$ cat src/rtl/commit_alloc_pkg.sv
// Shared definitions for the commit-station allocator: default sizing and FSM states.
package commit_alloc_pkg;

  localparam int unsigned NCOMMIT_DEF  = 32;
  localparam int unsigned LNCOMMIT_DEF = 5;
  localparam int unsigned NDEC_DEF     = 4;

  typedef enum logic [1:0] {
    RUN     = 2'd0,
    RELOAD1 = 2'd1,
    RELOAD2 = 2'd2
  } commit_state_e;

endpackage

$ cat src/rtl/commit_window_check.sv
// Combinational test of whether addr lies in the circular live window [head, tail).
module commit_window_check
  import commit_alloc_pkg::*;
#(
  parameter int unsigned LNCOMMIT = LNCOMMIT_DEF
) (
  input  logic [LNCOMMIT-1:0] addr,
  input  logic [LNCOMMIT-1:0] head,
  input  logic [LNCOMMIT-1:0] tail,
  input  logic                full,
  output logic                in_window
);

  // head==tail is ambiguous, so the full flag selects "everything" over "nothing"
  always_comb begin
    in_window = 1'b0;
    if (full) begin
      in_window = 1'b1;
    end else if (head <= tail) begin
      in_window = (addr >= head) && (addr < tail);
    end else begin
      in_window = (addr >= head) || (addr < tail);
    end
  end

endmodule

$ cat src/rtl/commit_alloc.sv
// Circular commit-station allocator with retire, branch/trap recovery and a two-cycle reload bubble.
module commit_alloc
  import commit_alloc_pkg::*;
#(
  parameter int unsigned NCOMMIT  = NCOMMIT_DEF,
  parameter int unsigned LNCOMMIT = LNCOMMIT_DEF,
  parameter int unsigned NDEC     = NDEC_DEF
) (
  input  logic                clk,
  input  logic                reset,
  input  logic [LNCOMMIT-1:0] alloc_count,
  input  logic [LNCOMMIT:0]   retire_count,
  input  logic                br_flush,
  input  logic [LNCOMMIT-1:0] br_flush_addr,
  input  logic                trap_flush,
  output logic                alloc_ack,
  output logic [LNCOMMIT-1:0] next_start,
  output logic [LNCOMMIT-1:0] current_end,
  output logic [LNCOMMIT:0]   current_available,
  output logic                reloading,
  output logic                full,
  output logic                empty
);

  localparam int unsigned PW = LNCOMMIT;
  localparam int unsigned CW = LNCOMMIT + 1;
  localparam int unsigned SW = LNCOMMIT + 2;

  commit_state_e state_q, state_d;
  logic [PW-1:0] head_q, head_d, tail_q, tail_d, head_ret;
  logic [CW-1:0] count_q, count_d, count_ret, ret_eff, br_dist;
  logic          flush, br_hit;

  function automatic logic [PW-1:0] ptr_add(input logic [PW-1:0] p, input logic [CW-1:0] n);
    logic [SW-1:0] s;
    s = SW'(p) + SW'(n);
    if (s >= SW'(NCOMMIT)) s = s - SW'(NCOMMIT);
    return PW'(s);
  endfunction

  assign flush = trap_flush | br_flush;

  // Retire always applies first; an over-large retire is clamped to the live count
  always_comb begin
    ret_eff   = (retire_count > count_q) ? count_q : retire_count;
    head_ret  = ptr_add(head_q, ret_eff);
    count_ret = count_q - ret_eff;
    if (br_flush_addr >= head_ret) begin
      br_dist = CW'(br_flush_addr) - CW'(head_ret);
    end else begin
      br_dist = CW'(br_flush_addr) + CW'(NCOMMIT) - CW'(head_ret);
    end
  end

  commit_window_check #(.LNCOMMIT(LNCOMMIT)) u_window (
    .addr      (br_flush_addr),
    .head      (head_ret),
    .tail      (tail_q),
    .full      (count_ret == CW'(NCOMMIT)),
    .in_window (br_hit)
  );

  assign next_start        = tail_q;
  assign current_end       = head_q;
  assign current_available = CW'(NCOMMIT) - count_q;
  assign full              = (count_q == CW'(NCOMMIT));
  assign empty             = (count_q == '0);

  always_comb begin
    head_d  = head_ret;
    tail_d  = tail_q;
    count_d = count_ret;
    if (trap_flush) begin
      tail_d  = head_ret;
      count_d = '0;
    end else if (br_flush) begin
      if (br_hit) begin
        tail_d  = ptr_add(br_flush_addr, CW'(1));
        count_d = br_dist + CW'(1);
      end else begin
        tail_d  = head_ret;
        count_d = '0;
      end
    end else if (alloc_ack) begin
      tail_d  = ptr_add(tail_q, CW'(alloc_count));
      count_d = count_ret + CW'(alloc_count);
    end
  end

  always_ff @(posedge clk or negedge reset) begin
    if (!reset) begin
      head_q  <= '0;
      tail_q  <= '0;
      count_q <= '0;
    end else begin
      head_q  <= head_d;
      tail_q  <= tail_d;
      count_q <= count_d;
    end
  end

  always_ff @(posedge clk or negedge reset) begin
    if (!reset) state_q <= RUN;
    else        state_q <= state_d;
  end

  always_comb begin
    state_d = state_q;
    if (flush) begin
      state_d = RELOAD1;
    end else begin
      case (state_q)
        RUN:     state_d = RUN;
        RELOAD1: state_d = RELOAD2;
        RELOAD2: state_d = RUN;
        default: state_d = RUN;
      endcase
    end
  end

  // reset gates the grant so outputs sit at their idle values while reset is held
  always_comb begin
    reloading = (state_q != RUN);
    alloc_ack = reset && (state_q == RUN) && !flush && (alloc_count != '0) &&
                (CW'(alloc_count) <= current_available);
  end

  a_retire_legal: assert property (@(posedge clk) disable iff (!reset)
    retire_count <= count_q);
  a_alloc_width: assert property (@(posedge clk) disable iff (!reset)
    CW'(alloc_count) <= CW'(2 * NDEC));

endmodule

$ cat config.mk
export PLATFORM = sky130hd
export DESIGN_NAME = commit_alloc
export DESIGN_NICKNAME = d
export VERILOG_FILES = /design/src/rtl/commit_alloc_pkg.sv /design/src/rtl/commit_window_check.sv /design/src/rtl/commit_alloc.sv
export SDC_FILE = /design/constraint.sdc
export NUM_CORES = 1
export LEC_CHECK = 0
export BUFFER_PORTS_ARGS = -buffer_cell sky130_fd_sc_hd__buf_2
export CAP_MARGIN = 20
export CORE_MARGIN = 4
export CORE_UTILIZATION = 40
export DETAILED_ROUTE_END_ITERATION = 10
export PLACE_DENSITY_LB_ADDON = 0.1
export SYNTH_ARGS = -nofsm -noshare
export SYNTH_HDL_FRONTEND = slang
export SYNTH_SLANG_ARGS = --single-unit
$ cat constraint.sdc
create_clock -name clk -period 7.6 [get_ports clk]
set_clock_uncertainty 0.15 [all_clocks]
set_input_delay 1.52 -clock clk [delete_from_list [all_inputs] [get_ports clk]]
set_output_delay 1.52 -clock clk [all_outputs]
set_load 0.03 [all_outputs]
Word level (Yosys, flattened, before mapping). Cells that the tools add are included.

Reductions and logical operators: 12. Equal/unequal tests: 3. Bitwise operators: 1. Muxes and demuxes: 17. Magnitude comparators: 8. $add $sub $neg: 13.

Operators with widths (number): two-way mux 6 bit (6); two-way mux 5 bit (7); subtractor 5 x 1 -> 5 bit (second input constant) (3); equality test 6 bit (second input constant) (2); >= comparator 6 bit (second input constant) (2); adder 5 x 6 -> 7 bit (1); >= comparator 7 x 6 -> 1 bit (second input constant) (1); adder 5 x 1 -> 6 bit (second input constant) (1); adder 5 x 5 -> 6 bit (1); adder 5 x 6 -> 6 bit (second input constant) (1); adder 6 x 1 -> 6 bit (second input constant) (1); adder 6 x 5 -> 6 bit (1); greater-than comparator 6 bit (1); <= comparator 5 x 6 -> 1 bit (1); logical NOT 6 bit (1); subtractor 5 x 5 -> 6 bit (1); subtractor 6 x 5 -> 6 bit (1); subtractor 6 bit (1); subtractor 6 bit (first input constant) (1); >= comparator 5 bit (1); <= comparator 5 bit (1); logical AND 1 bit (5); less-than comparator 5 bit (1); nonzero test 5 bit (1); 9 further kinds (11).

Register bits: 18. Input port bits: 20. Word-level logic and storage cells: 58.

Longest topological paths before layout.
Word-level depth: 12. Gate-level depth with buffers: 24.

Hierarchy. A second synthesis with hierarchy kept.

Cells, all modules: 297. Area, all modules: 2566.2 sq um.

Modules (own cells, without submodules): commit_alloc (cells each 251, instances 1, area each 2218.4 sq um, sequential area each 450.4 sq um); commit_window_check (cells each 46, instances 1, area each 347.8 sq um, sequential area each 0.0 sq um).

Worst setup path before layout. Ideal clock, no wire load.

Path type: input port to flip-flop. From: input port retire_count[1]. To: register tail_q[3], in the netlist next_start[3]. Library setup time: 0.099 ns. Arrival time: 5.591 ns. Data required time: 7.351 ns. Cell stages on the path: 21. Setup slack: 1.759 ns. Buffers on the path: 0. Cells stage by stage: ha_1 -> nor2b_1 -> o31ai_1 -> a21oi_2 -> mux2_2 -> fa_1 -> a21oi_1 -> nor2_1 -> nor2_1 -> xnor2_1 -> xor2_1 -> inv_1 -> ha_1 -> and3b_1 -> a31oi_1 -> o221ai_1 -> a311oi_1 -> maj3_2 -> and2_1 -> nor4b_1 -> a311oi_1.

Longest elaborated chain between the ends: 12.

RTL lines: from (decl) (line commit_alloc.sv:12) `input logic [LNCOMMIT:0] retire_count,`; greater-than comparator 6 bit (line commit_alloc.sv:45) `ret_eff = (retire_count > count_q) ? count_q : retire_count;`; two-way mux 6 bit (*) (line commit_alloc.sv:45); adder 5 x 6 -> 7 bit (*) (line commit_alloc.sv:36) `s = SW'(p) + SW'(n);`; >= comparator 7 x 6 -> 1 bit / subtractor 5 x 1 -> 5 bit (equally long branches) (line commit_alloc.sv:37) `if (s >= SW'(NCOMMIT)) s = s - SW'(NCOMMIT);`; two-way mux 5 bit (*) (line commit_alloc.sv:37); via head_d[4] (line commit_alloc.sv:30) `logic [PW-1:0] head_q, head_d, tail_q, tail_d, head_ret;`; >= comparator 5 bit (line commit_window_check.sv:20, commit_window_check.sv:22); logical OR 1 bit / logical AND 1 bit (equally long branches) (line commit_window_check.sv:22, commit_window_check.sv:20); two-way mux 1 bit (*) (line commit_window_check.sv:19) `end else if (head <= tail) begin`; two-way mux 1 bit (*) (line commit_window_check.sv:17) `if (full) begin`; two-way mux 5 bit (*) (line commit_alloc.sv:77) `if (br_hit) begin`; two-way mux 5 bit (*) (line commit_alloc.sv:76) `end else if (br_flush) begin`; two-way mux 5 bit (*) (line commit_alloc.sv:73) `if (trap_flush) begin`; to (signal assigned) (line commit_alloc.sv:97) `tail_q <= tail_d;`; to (decl) (line commit_alloc.sv:30).

The timed path passes the listed nets; every way through them passes the cells marked *. A chain may end at the register's enable or synchronous reset.

Worst setup path in the final report.
From: input port retire_count[1]. To: register tail_q[1], in the netlist next_start[1].

The elaborated chain is that of the path after synthesis.

==> results.json <==
{
  "run_status": "finished clean",
  "drv.max_cap_violation_count": 0,
  "multiInputGateArea_um2": 1990,
  "largest_fanout_of_any_net_on_the_critical_path": 8,
  "critical-path-slowest-cell": "sky130_fd_sc_hd__fa_1",
  "finalHoldViolations": 0,
  "whs_path_depth": 1,
  "num_antenna_cells": 0,
  "groute.usage.overall": 0.183,
  "cts_root_buffer": "sky130_fd_sc_hd__clkbuf_8",
  "synth.avg_cell_area_um2": 8.65,
  "worst_setup_path_start_kind": "primary input",
  "tritoncts": "done",
  "type_of_the_most_critical_hold_path": "reg2reg",
  "synthesis.nets": 376,
  "flow.area_growth_from_synthesis_pct": 11.5,
  "cts_htree_levels": 1,
  "met3_wirelength_um": 230,
  "unrepaired_setup_endpoints_after_global_routing": "false",
  "highest-signal-layer": "met4",
  "yosys.area.top_type": "sky130_fd_sc_hd__ha_1",
  "io-pin-count": 40,
  "met2_routed_length_mm": 3.19,
  "max_freq_ghz": 0.159,
  "grt_antenna_before_repair": 0,
  "worst-r2r-cell-count": 24,
  "die-height_um": 89.5,
  "place.port_buffers": 39,
  "drt_drc_violations_left": 0,
  "globalRouteOverflowTotal": 0,
  "cts.repair.resized": 0,
  "timing.final.setup_violations": 0,
  "routed_wire_length_mm": 6.91,
  "maxSlewViolCount": 0,
  "post-route-cell-area_um2": 2960,
  "end_kind": "flop",
  "asyncSetResetFlopFracSynth": 1.00,
  "final_min_period_over_clock_period": 0.827,
  "synthTopCellsByArea": "sky130_fd_sc_hd__ha_1, sky130_fd_sc_hd__dfrtp_1, sky130_fd_sc_hd__inv_1, sky130_fd_sc_hd__xnor2_1, sky130_fd_sc_hd__fa_1",
  "die_w_um": 89.5,
  "max_slew_margin": 0.409,
  "period_minus_slack_ns": 6.29,
  "grt_max_degree": 20,
  "yosys.area.top_type_share": 0.207,
  "final.setup.tns_ns": 0,
  "crit_path_max_incr_delay_ns": 0.40,
  "routed_via_density": 5.46,
  "gp_routability_congestion": 0.846,
  "initial_core_util": 0.416,
  "cts.sinks": 18,
  "synth-seq-cells": 18,
  "die_area_um2": 8000,
  "cts.path.max_buffers": 2,
  "clkTransAtPathRegs_ns": 0.07,
  "postCtsSetupBuffers": 0,
  "routed-via-count": 2300,
  "worst_ep_required_time_ns": 7.60,
  "global_route_wire_length_before_repair_mm": 11.3,
  "tritoncts_buffers": 3,
  "utilization_after_layout": 0.464,
  "syn-instance-count": 307,
  "drt-wirelength-per-cell_um": 16.4,
  "cts.hold.buffers_added": 0,
  "synth_top_flop_cell": "sky130_fd_sc_hd__dfrtp_1",
  "synth_most_common_cell": "sky130_fd_sc_hd__inv_1",
  "netlist_area_um2": 2660,
  "tightest_slew_ns": 0.886,
  "synth.top_cells.by_count": "sky130_fd_sc_hd__inv_1, sky130_fd_sc_hd__ha_1, sky130_fd_sc_hd__dfrtp_1, sky130_fd_sc_hd__xnor2_1, sky130_fd_sc_hd__a21oi_1",
  "post_route_cells_drive_above_1_share": 0.174,
  "ys_seq_area_frac": 0.170,
  "cp_common_cell": "sky130_fd_sc_hd__ha_1",
  "m1WireLength_mm": 3.41,
  "cp_top_family": "compound AO/OA/AOI/OAI gates",
  "postPlaceCellArea_um2": 2910,
  "coreArea_um2": 6390,
  "critPathBufInv": 2,
  "finish.net_count": 414,
  "seqCellArea_um2": 450,
  "placement_rows": 29,
  "clk_latency_ns": 0.25,
  "edff_count_synth": 0,
  "crit_type": "in2reg",
  "detail-route-antenna-nets": 0,
  "hpwl_mm": 5.83,
  "synth-warning-count": 0,
  "fill_cells": 652,
  "critical_path_arrival_ns": 6.29,
  "crit_cells": 24,
  "yosys.cell_types.count": 56,
  "dr.pass1.iters": 4,
  "drt_iter0_drc": 71,
  "worstPathCellList": "buf_2 > ha_1 > nor2b_1 > o31ai_1 > a21oi_2 > nand2_1 > o21ai_0 > ha_1 > fa_1 > a21oi_1 > nor2_1 > nor2_1 > xnor2_1 > xor2_1 > inv_1 > ha_1 > and3b_1 > a31oi_1 > o221ai_1 > a311oi_1 > maj3_2 > a21oi_1 > and3b_1 > a211oi_1",
  "via_count_of_the_first_global_routing_pass": 2194
}
==> layout by cell type (no fill, tap or decap), drive strengths merged, types with 3 or more instances in the layout <==
cell type,n
xor2,9
a21oi,19
o21a,7
mux2,4
a211oi,4
and2,4
o21ai,10
nor2,11
clkbuf,4
nand3,9
or2,4
xnor2,18
and3,6
mux2i,8
a221oi,3
nor3,4
o22ai,5
nand2,8
dfrtp,18
inv,45
fa,5
or3,3
a31oi,4
buf,40
a21o,8
nor2b,8
ha,44
==> metrics by stage <==
stage | hold slack, ns | worst slack (ns) | instances
final | 0.306 | 1.31 | 421
after global routing | 0.353 | 0.915 | 421
after CTS | 0.310 | 1.31 | 421
after detailed placement | 0.300 | 1.06 | 417
after global placement | 0.289 | 1.08 | 417
after floorplan | 0.275 | 1.76 | 307
==> layer usage <==
metal,track usage,vias to the layer above
li1,-,1174
met1,0.261,1081
met2,0.301,41
met3,0.0120,4
met4,0.0433,0
met5,0,-
==> logic make-up after synthesis <==
kind of cell    after synthesis  synth area share
flops                        18             0.170
simple gates                 69             0.152
mux                          12            0.0471
compound gates               79             0.211
buf+inv                      52            0.0820
fa+ha+maj                    50             0.249
xor+xnor                     27            0.0891
==> sequential cells by signal, indices dropped and copies added, names as in the netlist <==
signal       flops
count_q          6
current_end      5
next_start       5
state_q          2
==> cell type report <==
type	instances	share of cell area
Inverter	45	0.0571
Clock buffer	4	0.0186
Sequential cell	18	0.152
Multi-Input combinational cell	237	0.671
Timing Repair Buffer	40	0.0685
Tap cell	77	0.0325
==> worst paths after layout <==
check,start,to,slack [ns]
setup / recovery,retire_count[1],next_start[1]$_DFFE_PN0P_,1.31
hold / removal,state_q[1]$_DFF_PN0_,state_q[1]$_DFF_PN0_,0.31
setup reg to reg,count_q[1]$_DFF_PN0_,next_start[1]$_DFFE_PN0P_,2.12
hold reg to reg,state_q[1]$_DFF_PN0_,state_q[1]$_DFF_PN0_,0.31
max in group asynchronous,reset,current_end[0]$_DFF_PN0_,5.94
min in group asynchronous,reset,next_start[0]$_DFFE_PN0P_,1.05
Power is left out: the tool's default activity adds up to more than one toggle a clock period on the data nets, which glitch-free logic cannot reach.
